**config.mk**
```make
export PLATFORM = sky130hd
export DESIGN_NAME = mul_div_unit
export DESIGN_NICKNAME = d
export VERILOG_FILES = /design/src/rtl/mdu_pkg.sv /design/src/rtl/mdu_iter.sv /design/src/rtl/mul_div_unit.sv
export SDC_FILE = /design/constraint.sdc
export NUM_CORES = 1
export LEC_CHECK = 0
export ABC_AREA = 1
export CAP_MARGIN = 20
export CELL_PAD_IN_SITES_DETAIL_PLACEMENT = 1
export CELL_PAD_IN_SITES_GLOBAL_PLACEMENT = 1
export CORE_AREA = 2 2 232 188
export CTS_BUF_LIST = sky130_fd_sc_hd__clkbuf_16
export DETAILED_ROUTE_END_ITERATION = 8
export DIE_AREA = 0 0 234 190
export DONT_BUFFER_PORTS = 1
export PLACE_DENSITY = 0.85
export REMOVE_ABC_BUFFERS = 1
export SLEW_MARGIN = 15
export SYNTH_ARGS = -nofsm -noshare
export SYNTH_HDL_FRONTEND = slang
export SYNTH_SLANG_ARGS = --single-unit
export TNS_END_PERCENT = 50
```
**constraint.sdc**
```tcl
create_clock -name clk -period 3.3 [get_ports clk]
set_input_delay 0.495 -clock clk [delete_from_list [all_inputs] [get_ports clk]]
set_output_delay 0.495 -clock clk [all_outputs]
set_load 0.03 [all_outputs]
```
**src/rtl/mdu_pkg.sv**
```systemverilog
// Shared types and constants for the iterative RV32M multiply/divide unit.
// Op codes follow the RV32M funct3 encoding.
package mdu_pkg;

    typedef enum logic [2:0] {
        MDU_MUL    = 3'd0,
        MDU_MULH   = 3'd1,
        MDU_MULHSU = 3'd2,
        MDU_MULHU  = 3'd3,
        MDU_DIV    = 3'd4,
        MDU_DIVU   = 3'd5,
        MDU_REM    = 3'd6,
        MDU_REMU   = 3'd7
    } mdu_op_e;

    typedef enum logic [1:0] {
        StIdle,
        StCalc,
        StFix,
        StDone
    } mdu_state_e;

    localparam int unsigned MDU_STEPS   = 32;
    localparam int unsigned MDU_LATENCY = 35;
    localparam int unsigned MDU_CNT_W   = 6;

    function automatic logic op_a_signed(mdu_op_e op);
        return op inside {MDU_MULH, MDU_MULHSU, MDU_DIV, MDU_REM};
    endfunction

    function automatic logic op_b_signed(mdu_op_e op);
        return op inside {MDU_MULH, MDU_DIV, MDU_REM};
    endfunction

endpackage

```
**src/rtl/mdu_iter.sv**
```systemverilog
// Shared shift/accumulate datapath: radix-2 shift-add multiply and restoring divide
// on one 2*XLEN accumulator, plus the step counter. Operands arrive as magnitudes.
module mdu_iter
    import mdu_pkg::*;
#(
    parameter int unsigned XLEN = 32
) (
    input  logic                   clk_i,
    input  logic                   rst_ni,
    input  logic                   load_i,
    input  logic                   step_i,
    input  logic                   is_div_i,
    input  logic [XLEN-1:0]        acc_init_i,
    input  logic [XLEN-1:0]        opnd_i,
    output logic [MDU_CNT_W-1:0]   cnt_o,
    output logic [2*XLEN-1:0]      acc_o
);

    localparam logic [MDU_CNT_W-1:0] CntOne = MDU_CNT_W'(1);

    logic [2*XLEN-1:0]    acc_q, acc_d;
    logic [XLEN-1:0]      opnd_q, opnd_d;
    logic [MDU_CNT_W-1:0] cnt_q, cnt_d;

    logic [XLEN:0]        mul_sum;
    logic [XLEN+1:0]      div_diff;
    logic [2*XLEN-1:0]    mul_next, div_next;

    always_comb begin
        // Multiply: acc = {partial, multiplier}; add multiplicand on LSB, shift right.
        mul_sum  = {1'b0, acc_q[2*XLEN-1:XLEN]} + (acc_q[0] ? {1'b0, opnd_q} : '0);
        mul_next = {mul_sum, acc_q[XLEN-1:1]};
        // Divide: acc = {remainder, dividend/quotient}; trial-subtract the shifted remainder.
        div_diff = {1'b0, acc_q[2*XLEN-1:XLEN-1]} - {2'b00, opnd_q};
        div_next = div_diff[XLEN+1] ? {acc_q[2*XLEN-2:0], 1'b0}
                                    : {div_diff[XLEN-1:0], acc_q[XLEN-2:0], 1'b1};
    end

    always_comb begin
        acc_d  = acc_q;
        opnd_d = opnd_q;
        cnt_d  = cnt_q;
        if (load_i) begin
            acc_d  = {{XLEN{1'b0}}, acc_init_i};
            opnd_d = opnd_i;
            cnt_d  = '0;
        end else if (step_i) begin
            acc_d = is_div_i ? div_next : mul_next;
            cnt_d = cnt_q + CntOne;
        end
    end

    always_ff @(posedge clk_i or negedge rst_ni) begin
        if (!rst_ni) begin
            acc_q  <= '0;
            opnd_q <= '0;
            cnt_q  <= '0;
        end else begin
            acc_q  <= acc_d;
            opnd_q <= opnd_d;
            cnt_q  <= cnt_d;
        end
    end

    assign cnt_o = cnt_q;
    assign acc_o = acc_q;

endmodule

```
**src/rtl/mul_div_unit.sv**
```systemverilog
// Iterative RV32M multiply/divide unit with fixed latency and a one-cycle
// register-file write-back request. Sign handling and special cases live here.
module mul_div_unit
    import mdu_pkg::*;
#(
    parameter int unsigned XLEN = 32
) (
    input  logic            clk,
    input  logic            areset,
    input  logic            start,
    input  logic [2:0]      op,
    input  logic [XLEN-1:0] rs1_val,
    input  logic [XLEN-1:0] rs2_val,
    input  logic [4:0]      rd_addr,
    input  logic            flush,
    output logic            busy,
    output logic            done,
    output logic            wb_we,
    output logic [4:0]      rd_out,
    output logic [XLEN-1:0] result
);

    localparam logic [MDU_CNT_W-1:0] StepsDone = MDU_CNT_W'(MDU_STEPS);
    localparam logic [XLEN-1:0]      MinInt    = {1'b1, {(XLEN-1){1'b0}}};

    mdu_state_e state_q;
    mdu_op_e    op_q, op_in;
    logic [4:0] rd_q;
    logic       sign_a_q, sign_b_q, div_zero_q, ovf_q;
    logic       busy_q, done_q, wb_we_q;
    logic [4:0] rd_out_q;
    logic [XLEN-1:0] result_q;

    logic            sign_a, sign_b, accept, step;
    logic [XLEN-1:0] a_mag, b_mag, fix_result, quot, rem;
    logic [2*XLEN-1:0] acc, prod;
    logic [MDU_CNT_W-1:0] cnt;

    always_comb begin
        op_in  = mdu_op_e'(op);
        sign_a = op_a_signed(op_in) & rs1_val[XLEN-1];
        sign_b = op_b_signed(op_in) & rs2_val[XLEN-1];
        a_mag  = sign_a ? -rs1_val : rs1_val;
        b_mag  = sign_b ? -rs2_val : rs2_val;
        accept = (state_q == StIdle) && start && !flush;
        step   = (state_q == StCalc) && (cnt != StepsDone) && !flush;
    end

    mdu_iter #(
        .XLEN (XLEN)
    ) u_iter (
        .clk_i      (clk),
        .rst_ni     (areset),
        .load_i     (accept),
        .step_i     (step),
        .is_div_i   (op_q[2]),
        .acc_init_i (op[2] ? a_mag : b_mag),
        .opnd_i     (op[2] ? b_mag : a_mag),
        .cnt_o      (cnt),
        .acc_o      (acc)
    );

    // A zero divisor leaves all-ones in the quotient and the dividend magnitude in the
    // remainder, so REM/REMU by zero already restore A once the sign is reapplied.
    always_comb begin
        prod       = (sign_a_q ^ sign_b_q) ? -acc : acc;
        quot       = (sign_a_q ^ sign_b_q) ? -acc[XLEN-1:0] : acc[XLEN-1:0];
        rem        = sign_a_q ? -acc[2*XLEN-1:XLEN] : acc[2*XLEN-1:XLEN];
        fix_result = prod[XLEN-1:0];
        unique case (op_q)
            MDU_MUL:                         fix_result = prod[XLEN-1:0];
            MDU_MULH, MDU_MULHSU, MDU_MULHU: fix_result = prod[2*XLEN-1:XLEN];
            MDU_DIV, MDU_DIVU: fix_result = div_zero_q ? '1 : (ovf_q ? MinInt : quot);
            MDU_REM, MDU_REMU: fix_result = ovf_q ? '0 : rem;
        endcase
    end

    always_ff @(posedge clk or negedge areset) begin
        if (!areset) begin
            state_q    <= StIdle;
            op_q       <= MDU_MUL;
            rd_q       <= '0;
            sign_a_q   <= 1'b0;
            sign_b_q   <= 1'b0;
            div_zero_q <= 1'b0;
            ovf_q      <= 1'b0;
            busy_q     <= 1'b0;
            done_q     <= 1'b0;
            wb_we_q    <= 1'b0;
            rd_out_q   <= '0;
            result_q   <= '0;
        end else if (flush) begin
            state_q <= StIdle;
            busy_q  <= 1'b0;
            done_q  <= 1'b0;
            wb_we_q <= 1'b0;
        end else begin
            unique case (state_q)
                StIdle: if (start) begin
                    state_q    <= StCalc;
                    busy_q     <= 1'b1;
                    op_q       <= op_in;
                    rd_q       <= rd_addr;
                    sign_a_q   <= sign_a;
                    sign_b_q   <= sign_b;
                    div_zero_q <= (rs2_val == '0);
                    ovf_q      <= (op_in inside {MDU_DIV, MDU_REM}) && (rs1_val == MinInt)
                                  && (rs2_val == '1);
                end
                StCalc: if (cnt == StepsDone) state_q <= StFix;
                StFix: begin
                    state_q  <= StDone;
                    busy_q   <= 1'b0;
                    done_q   <= 1'b1;
                    wb_we_q  <= (rd_q != 5'd0);
                    rd_out_q <= rd_q;
                    result_q <= fix_result;
                end
                StDone: begin
                    state_q <= StIdle;
                    done_q  <= 1'b0;
                    wb_we_q <= 1'b0;
                end
            endcase
        end
    end

    assign busy   = busy_q;
    assign done   = done_q;
    assign wb_we  = wb_we_q;
    assign rd_out = rd_out_q;
    assign result = result_q;

endmodule

```
== Word-level counts from Yosys, hierarchy flattened ==
Cells that the tools add are included.

* Bitwise logic cells: 4
* Reduce and logical (&&, ||, !) cells: 24
* $add $sub $neg: 8
* Equal/unequal tests: 20
* Mux-type cells: 29

{| class="wikitable"
|+ Operators by type and width
! kind !! number
|-
| 32-bit 2-to-1 mux || 10
|-
| 64-bit 2-to-1 mux || 5
|-
| 32-bit negator || 4
|-
| 32-bit one-hot mux with 4 select lines || 1
|-
| 32-bit equality test, second input constant || 2
|-
| 64-bit negator || 1
|-
| 33-bit by 32-bit subtractor with 34-bit output || 1
|-
| 32-bit by 33-bit adder with 33-bit output || 1
|-
| 32-bit zero test || 1
|-
| 3-bit equality test, second input constant || 6
|-
| 6-bit 2-to-1 mux || 2
|-
| 3-bit by 2-bit equality test with 1-bit output, second input constant || 3
|-
| 3-bit nonzero test || 3
|-
| 2-bit one-hot mux with 4 select lines || 1
|-
| 6-bit by 1-bit adder with 6-bit output, second input constant || 1
|-
| 3-bit by 1-bit equality test with 1-bit output, second input constant || 2
|-
| 6-bit equality test, second input constant || 1
|-
| 1-bit logical AND || 6
|-
| 2-bit 2-to-1 mux || 3
|-
| 6-bit != test, second input constant || 1
|-
| 1-bit one-hot mux with 2 select lines || 3
|-
| 2-bit AND reduction || 3
|-
| 5-bit nonzero test || 1
|-
| 2-bit equality test, second input constant || 2
|-
| other kinds (15) || 21
|}

* Register bits after elaboration: 156
* Output and inout port bits: 40
* Logic and storage cells: 100

== Logic depth before layout (Yosys ltp) ==
Gate-level depths: netlist (run 1).

* Word-level depth: 6
* Mapped depth: 20
* Gate-level depth less buffers: 18

== Hierarchy ==
From an unflattened synthesis (run 1), not the netlist that was laid out.

* Cell total of the unflattened synthesis: 3,372
* Area total of the unflattened synthesis: 18,687.9 um2

{| class="wikitable"
|+ By module, submodules not included
! module !! sequential area each (um2) !! area each (um2) !! times used !! cells each
|-
| mdu_iter || 2,552.4 || 10,126.0 || 1 || 1,709
|-
| mul_div_unit || 1,351.3 || 8,562.0 || 1 || 1,663
|}

== Worst setup path after synthesis (run 1) ==
OpenSTA, ideal clock, no wires.

* Kind: flip-flop to flip-flop
* From: register u_iter.acc_q[0] (netlist: u_iter.acc_o[0])
* To: register u_iter.acc_q[59] (netlist: u_iter.acc_o[59])
* Data arrival time: 2,335 ps
* Path buffers: 2
* Setup time: 116 ps
* Path slack: 849 ps
* Cell stages (with the launch flop): 20
* Clock period less this slack: 2,451 ps
* Cells stage by stage: dfrtp_1 -> buf_6 -> clkbuf_1 -> nand2_1 -> inv_1 -> ha_1 -> inv_1 -> fa_1 -> inv_1 -> nand3_1 -> nand3_1 -> nand2_1 -> nand3_1 -> nand3_1 -> nand3_1 -> nand2_1 -> nor2_1 -> nor2_1 -> nand2_1 -> nand2_1

* Longest elaborated chain between the ends: 5

{| class="wikitable"
|+ RTL lines
! element !! RTL line !! RTL
|-
| start: declaration || mdu_iter.sv:21 || <nowiki>logic [2*XLEN-1:0] acc_q, acc_d;</nowiki>
|-
| start signal: assignment || mdu_iter.sv:55 || <nowiki>acc_q <= '0;</nowiki>
|-
| start signal: assignment || mdu_iter.sv:59 || <nowiki>acc_q <= acc_d;</nowiki>
|-
| 32-bit 2-to-1 mux || mdu_iter.sv:31 || <nowiki>mul_sum = {1'b0, acc_q[2*XLEN-1:XLEN]} + (acc_q[0] ? {1'b0, opnd_q} : '0);</nowiki>
|-
| 32-bit by 33-bit adder with 33-bit output || mdu_iter.sv:31 ||
|-
| 64-bit 2-to-1 mux || mdu_iter.sv:48 || <nowiki>acc_d = is_div_i ? div_next : mul_next;</nowiki>
|-
| 64-bit 2-to-1 mux || mdu_iter.sv:47 || <nowiki>end else if (step_i) begin</nowiki>
|-
| 64-bit 2-to-1 mux || mdu_iter.sv:43 || <nowiki>if (load_i) begin</nowiki>
|}

No other way between the ends. The select of a mux whose other input is x is not followed.
A chain may end at the register's enable or synchronous reset.

== Worst setup path in the final report (run 1) ==
* From: register u_iter.acc_q[0] (netlist: u_iter.acc_o[0])
* To: register u_iter.acc_q[60] (netlist: u_iter.acc_o[60])

The elaborated chain is that of the path after synthesis.

==> impl_metrics.py, run 1 <==
metrics = {
    "status": {
        "status": "finished, violations left",
        "failed_checks": "hold timing",
    },
    "cts": {
        "root_buffer": "clkbuf_16",
        "clockBufferDepth": 2,
        "numCtsBuffers": 17,
        "path_clk_slew_ps": 80,
        "insertion_delay_ps": 490,
        "cts_setup_buffers": 0,
        "h-tree-depth": 4,
        "cts.sinks": 156,
        "cts_tree": "done",
    },
    "setup_path": {
        "critPathKind": "flip-flop to flip-flop",
        "worst_setup_path_start_kind": "flip-flop",
        "slowest_stage": "dfrtp_1",
        "crit_top_cell": "nand2_1",
        "crit_family": "simple AND/OR/NAND/NOR gates",
        "required_ps": 3670,
        "path_cells": "buf_6, nand2_1, inv_1, ha_1, nand2_1, inv_1, a21oi_1, nand3_1, nand2_1, nand2_1, nand2_1, nand2_1, nand2_1, nand3_1, nand3_1, nand2_1",
        "critPathArrivalTime_ps": 3460,
        "end_kind": "flip-flop",
        "crit_fanout": 31,
        "crit_buf_inv": 3,
        "critPathMaxStageDelay_ps": 450,
    },
    "power_and_ir_drop": {
        "power_density_nw_per_um2": 1230,
        "peakVddDrop_v": 0.000495,
        "leakage_nw": 10.9,
    },
    "routing": {
        "avgRoutedWirePerCell_um": 24.3,
        "drt_iter0_drc": 2688,
        "ant_nets": 0,
        "num_vias": 23600,
        "drt_first_pass_iters": 5,
        "vias_per_cell": 5.98,
        "routed_wl_um": 95600,
        "drc_errors": 0,
    },
    "layout": {
        "final_area_um2": 20100,
        "fin_util_pct": 47.4,
        "final_layout_size_suffix_gt1_share_pct": 4.55,
        "stdcell_count": 3942,
        "syn_to_final_growth_pct": 7.23,
        "multi_input_area_um2": 12500,
        "seq_area_um2": 3910,
        "fill_cells": 6147,
        "nNetsFinal": 3521,
    },
    "grt": {
        "grt_pass1_wl_um": 141000,
        "grt_pass1_vias": 23000,
        "grt.overflow.total": 0,
        "antenna_found_initial": 1,
        "grtUsageTotal_pct": 42.6,
        "grt_max_degree": 157,
    },
    "synth": {
        "yosysWarningCount": 0,
        "ys_seq_elements": 156,
        "yosys_most_used_dff": "dfrtp_1",
        "async_flop_share_pct": 100,
        "synth-edff-count": 0,
        "syn_inst": 3381,
        "yosysSeqAreaShare_pct": 20.8,
        "synth.avg_cell_area_um2": 5.55,
        "syn-cell-area_um2": 18800,
        "ys_types": 52,
    },
    "floorplan": {
        "fp.dieH_um": 190,
        "die_x_um": 234,
        "coreArea_um2": 42500,
        "ios": 116,
        "row_count": 68,
        "start_util_pct": 44.2,
        "die-area_um2": 44500,
    },
    "timing": {
        "slew_headroom_pct": 41.2,
        "fmax_mhz": 324,
        "period_needed_ps": 3090,
        "timing.final.hold_violations": 156,
        "finClkSkew_ps": 20.8,
        "fin_ws_ps": 215,
        "rsz0062_at_grt": "no",
        "fin_crit_sh_pct": 93.5,
        "finalSetupViolations": 0,
        "final_max_slew_viol_count": 0,
        "timing.hold.ws_ps": -298,
        "tightest_slew_ps": 879,
    },
    "place": {
        "place.gp.congestion": 1.04,
        "pre_cts_ws_ps": 243,
        "dpl.cell_count": 3909,
        "dp_hpwl_um": 78400,
        "post_dp_cell_area_um2": 19500,
        "port_buffers": 0,
    },
    "worst_hold_path": {
        "min_path_type": "input pin to asynchronous set/reset pin",
    },
    "flow_run": {
        "maxCapViolations": 0,
    },
}
-- cell usage in the layout, fill, tap and decap left out, types with 10 or more instances in the layout --
cell          n
a21oi_1      92
a22oi_1      14
a31oi_1      20
buf_4        57
clkbuf_16    17
dfrtp_1     155
ha_1         75
inv_1       513
inv_2        12
nand2_1    1266
nand3_1     352
nand3b_1     19
nand4_1      51
nor2_1      327
nor2_2       14
nor3_1       41
o211ai_1     34
o21ai_0     127
o21ai_1      16
o21bai_1     10
or2_2        11
xnor2_1      22
xor2_1       56
-- sequential cells by signal (all words and copies together), names as in the netlist --
register       flops
result            32
ovf_q              1
rd_q               5
u_iter.cnt_o       6
op_q               3
u_iter.acc_o      64
sign_b_q           1
wb_we              1
busy               1
sign_a_q           1
u_iter.opnd_q     32
done               1
div_zero_q         1
state_q            2
rd_out             5
-- kinds of logic (layout without fill, tap and decap cells) --
group / count (synthesis) / in the layout / synth area share, %
compound gates: 333 / 333 / 10.2
xor+xnor: 78 / 78 / 3.64
fa+ha+maj: 77 / 77 / 5.21
flops: 156 / 156 / 20.8
buf+inv: 619 / 619 / 12.9
simple gates: 2118 / 2118 / 47.2
other cells: 0 / 1 / 0
-- through the flow --
stage          setup TNS (ps)  total power [mW]
4_1_cts                     0              24.0
3_3_place_gp                0              21.1
6_report                    0              24.8
2_1_floorplan          -29560              15.0
5_1_grt                     0              26.3
3_5_place_dp                0              21.7
-- Yosys cell counts, types with 5 or more instances --
| library cell | number | area [um2] |
|---|---|---|
| nand3b_1 | 19 | 143 |
| o211ai_1 | 34 | 255 |
| a31oi_1 | 20 | 125 |
| buf_4 | 6 | 45.0 |
| buf_1 | 7 | 26.3 |
| ha_1 | 75 | 938 |
| dfrtp_1 | 156 | 3900 |
| o21ai_0 | 127 | 636 |
| a22oi_1 | 14 | 105 |
| nor3_1 | 41 | 205 |
| o221ai_1 | 9 | 78.8 |
| or2_2 | 11 | 68.8 |
| nand4_1 | 51 | 319 |
| nand2_1 | 1267 | 4760 |
| o21ai_1 | 16 | 80.1 |
| nor2_2 | 14 | 87.6 |
| a21oi_1 | 92 | 460 |
| nor4_1 | 5 | 31.3 |
| xnor2_1 | 22 | 193 |
| inv_2 | 12 | 45.0 |
| inv_1 | 513 | 1930 |
| buf_2 | 36 | 180 |
| nand2_2 | 6 | 37.5 |
| o21bai_1 | 10 | 75.1 |
| nor2_1 | 329 | 1230 |
| clkbuf_1 | 38 | 143 |
| nand3_1 | 352 | 1760 |
| xor2_1 | 56 | 490 |
-- area by class of cell --
cell class | instances | area share (%)
diodes | 1 | 0.0124
clock buffers | 17 | 2.11
clock inverters | 15 | 0.945
inverters | 528 | 9.87
multi-input cells | 2606 | 61.9
flip-flops and latches | 156 | 19.4
well taps | 560 | 3.48
repair buffers | 59 | 2.28
-- power breakdown --
group	internal, mW	leakage [nW]	switching [mW]
Sequential	2.75	1.95	1.50
Clock	1.04	0.296	1.14
Combinational	5.09	8.70	13.3
-- per-layer routing --
| metal | vias up | share of wire (%) | global-route usage [%] |
|---|---|---|---|
| met1 | 11400 | 42 | 58.8 |
| met4 | 2 | 4.9 | 19.0 |
| met5 | - | 0.014 | 0 |
| met2 | 1263 | 42 | 62.5 |
| li1 | 10600 | - | - |
| met3 | 236 | 11 | 10.3 |
-- path summary, 6_finish.rpt --
check                                       startpoint                            to  slack (ps)  depth (start not counted)
min                                             areset        result[15]$_DFFE_PN0P_        -300                          0
max in group asynchronous                       areset  u_iter.acc_o[60]$_DFFE_PN0P_        3130                          0
min reg2reg                        op_q[0]$_DFFE_PN0P_           op_q[0]$_DFFE_PN0P_         510                          2
max                        u_iter.acc_o[0]$_DFFE_PN0P_  u_iter.acc_o[60]$_DFFE_PN0P_         210                         16
min in group clk                            rd_addr[1]           rd_q[1]$_DFFE_PN0P_         140                          2
max reg2reg                u_iter.acc_o[0]$_DFFE_PN0P_  u_iter.acc_o[60]$_DFFE_PN0P_         210                         16
-- repair_timing --
item | in CTS | in global routing
setup endpoints to repair | 0 | 1
endpoints found under the hold margin | 156 | 156
gates resized for setup | 0 | 1
Note: power is estimated with default switching activity, not from simulation.
==> run 2, diff against run 1 <==
--- a/config.mk
+++ b/config.mk
@@ -15,6 +15,7 @@
 export DIE_AREA = 0 0 234 190
 export DONT_BUFFER_PORTS = 1
 export PLACE_DENSITY = 0.85
+export RECOVER_POWER = 25
 export REMOVE_ABC_BUFFERS = 1
 export SLEW_MARGIN = 15
 export SYNTH_ARGS = -nofsm -noshare
==> results of run 2 <==
No change in the layout: final DEF, timing and power equal those of run 1.
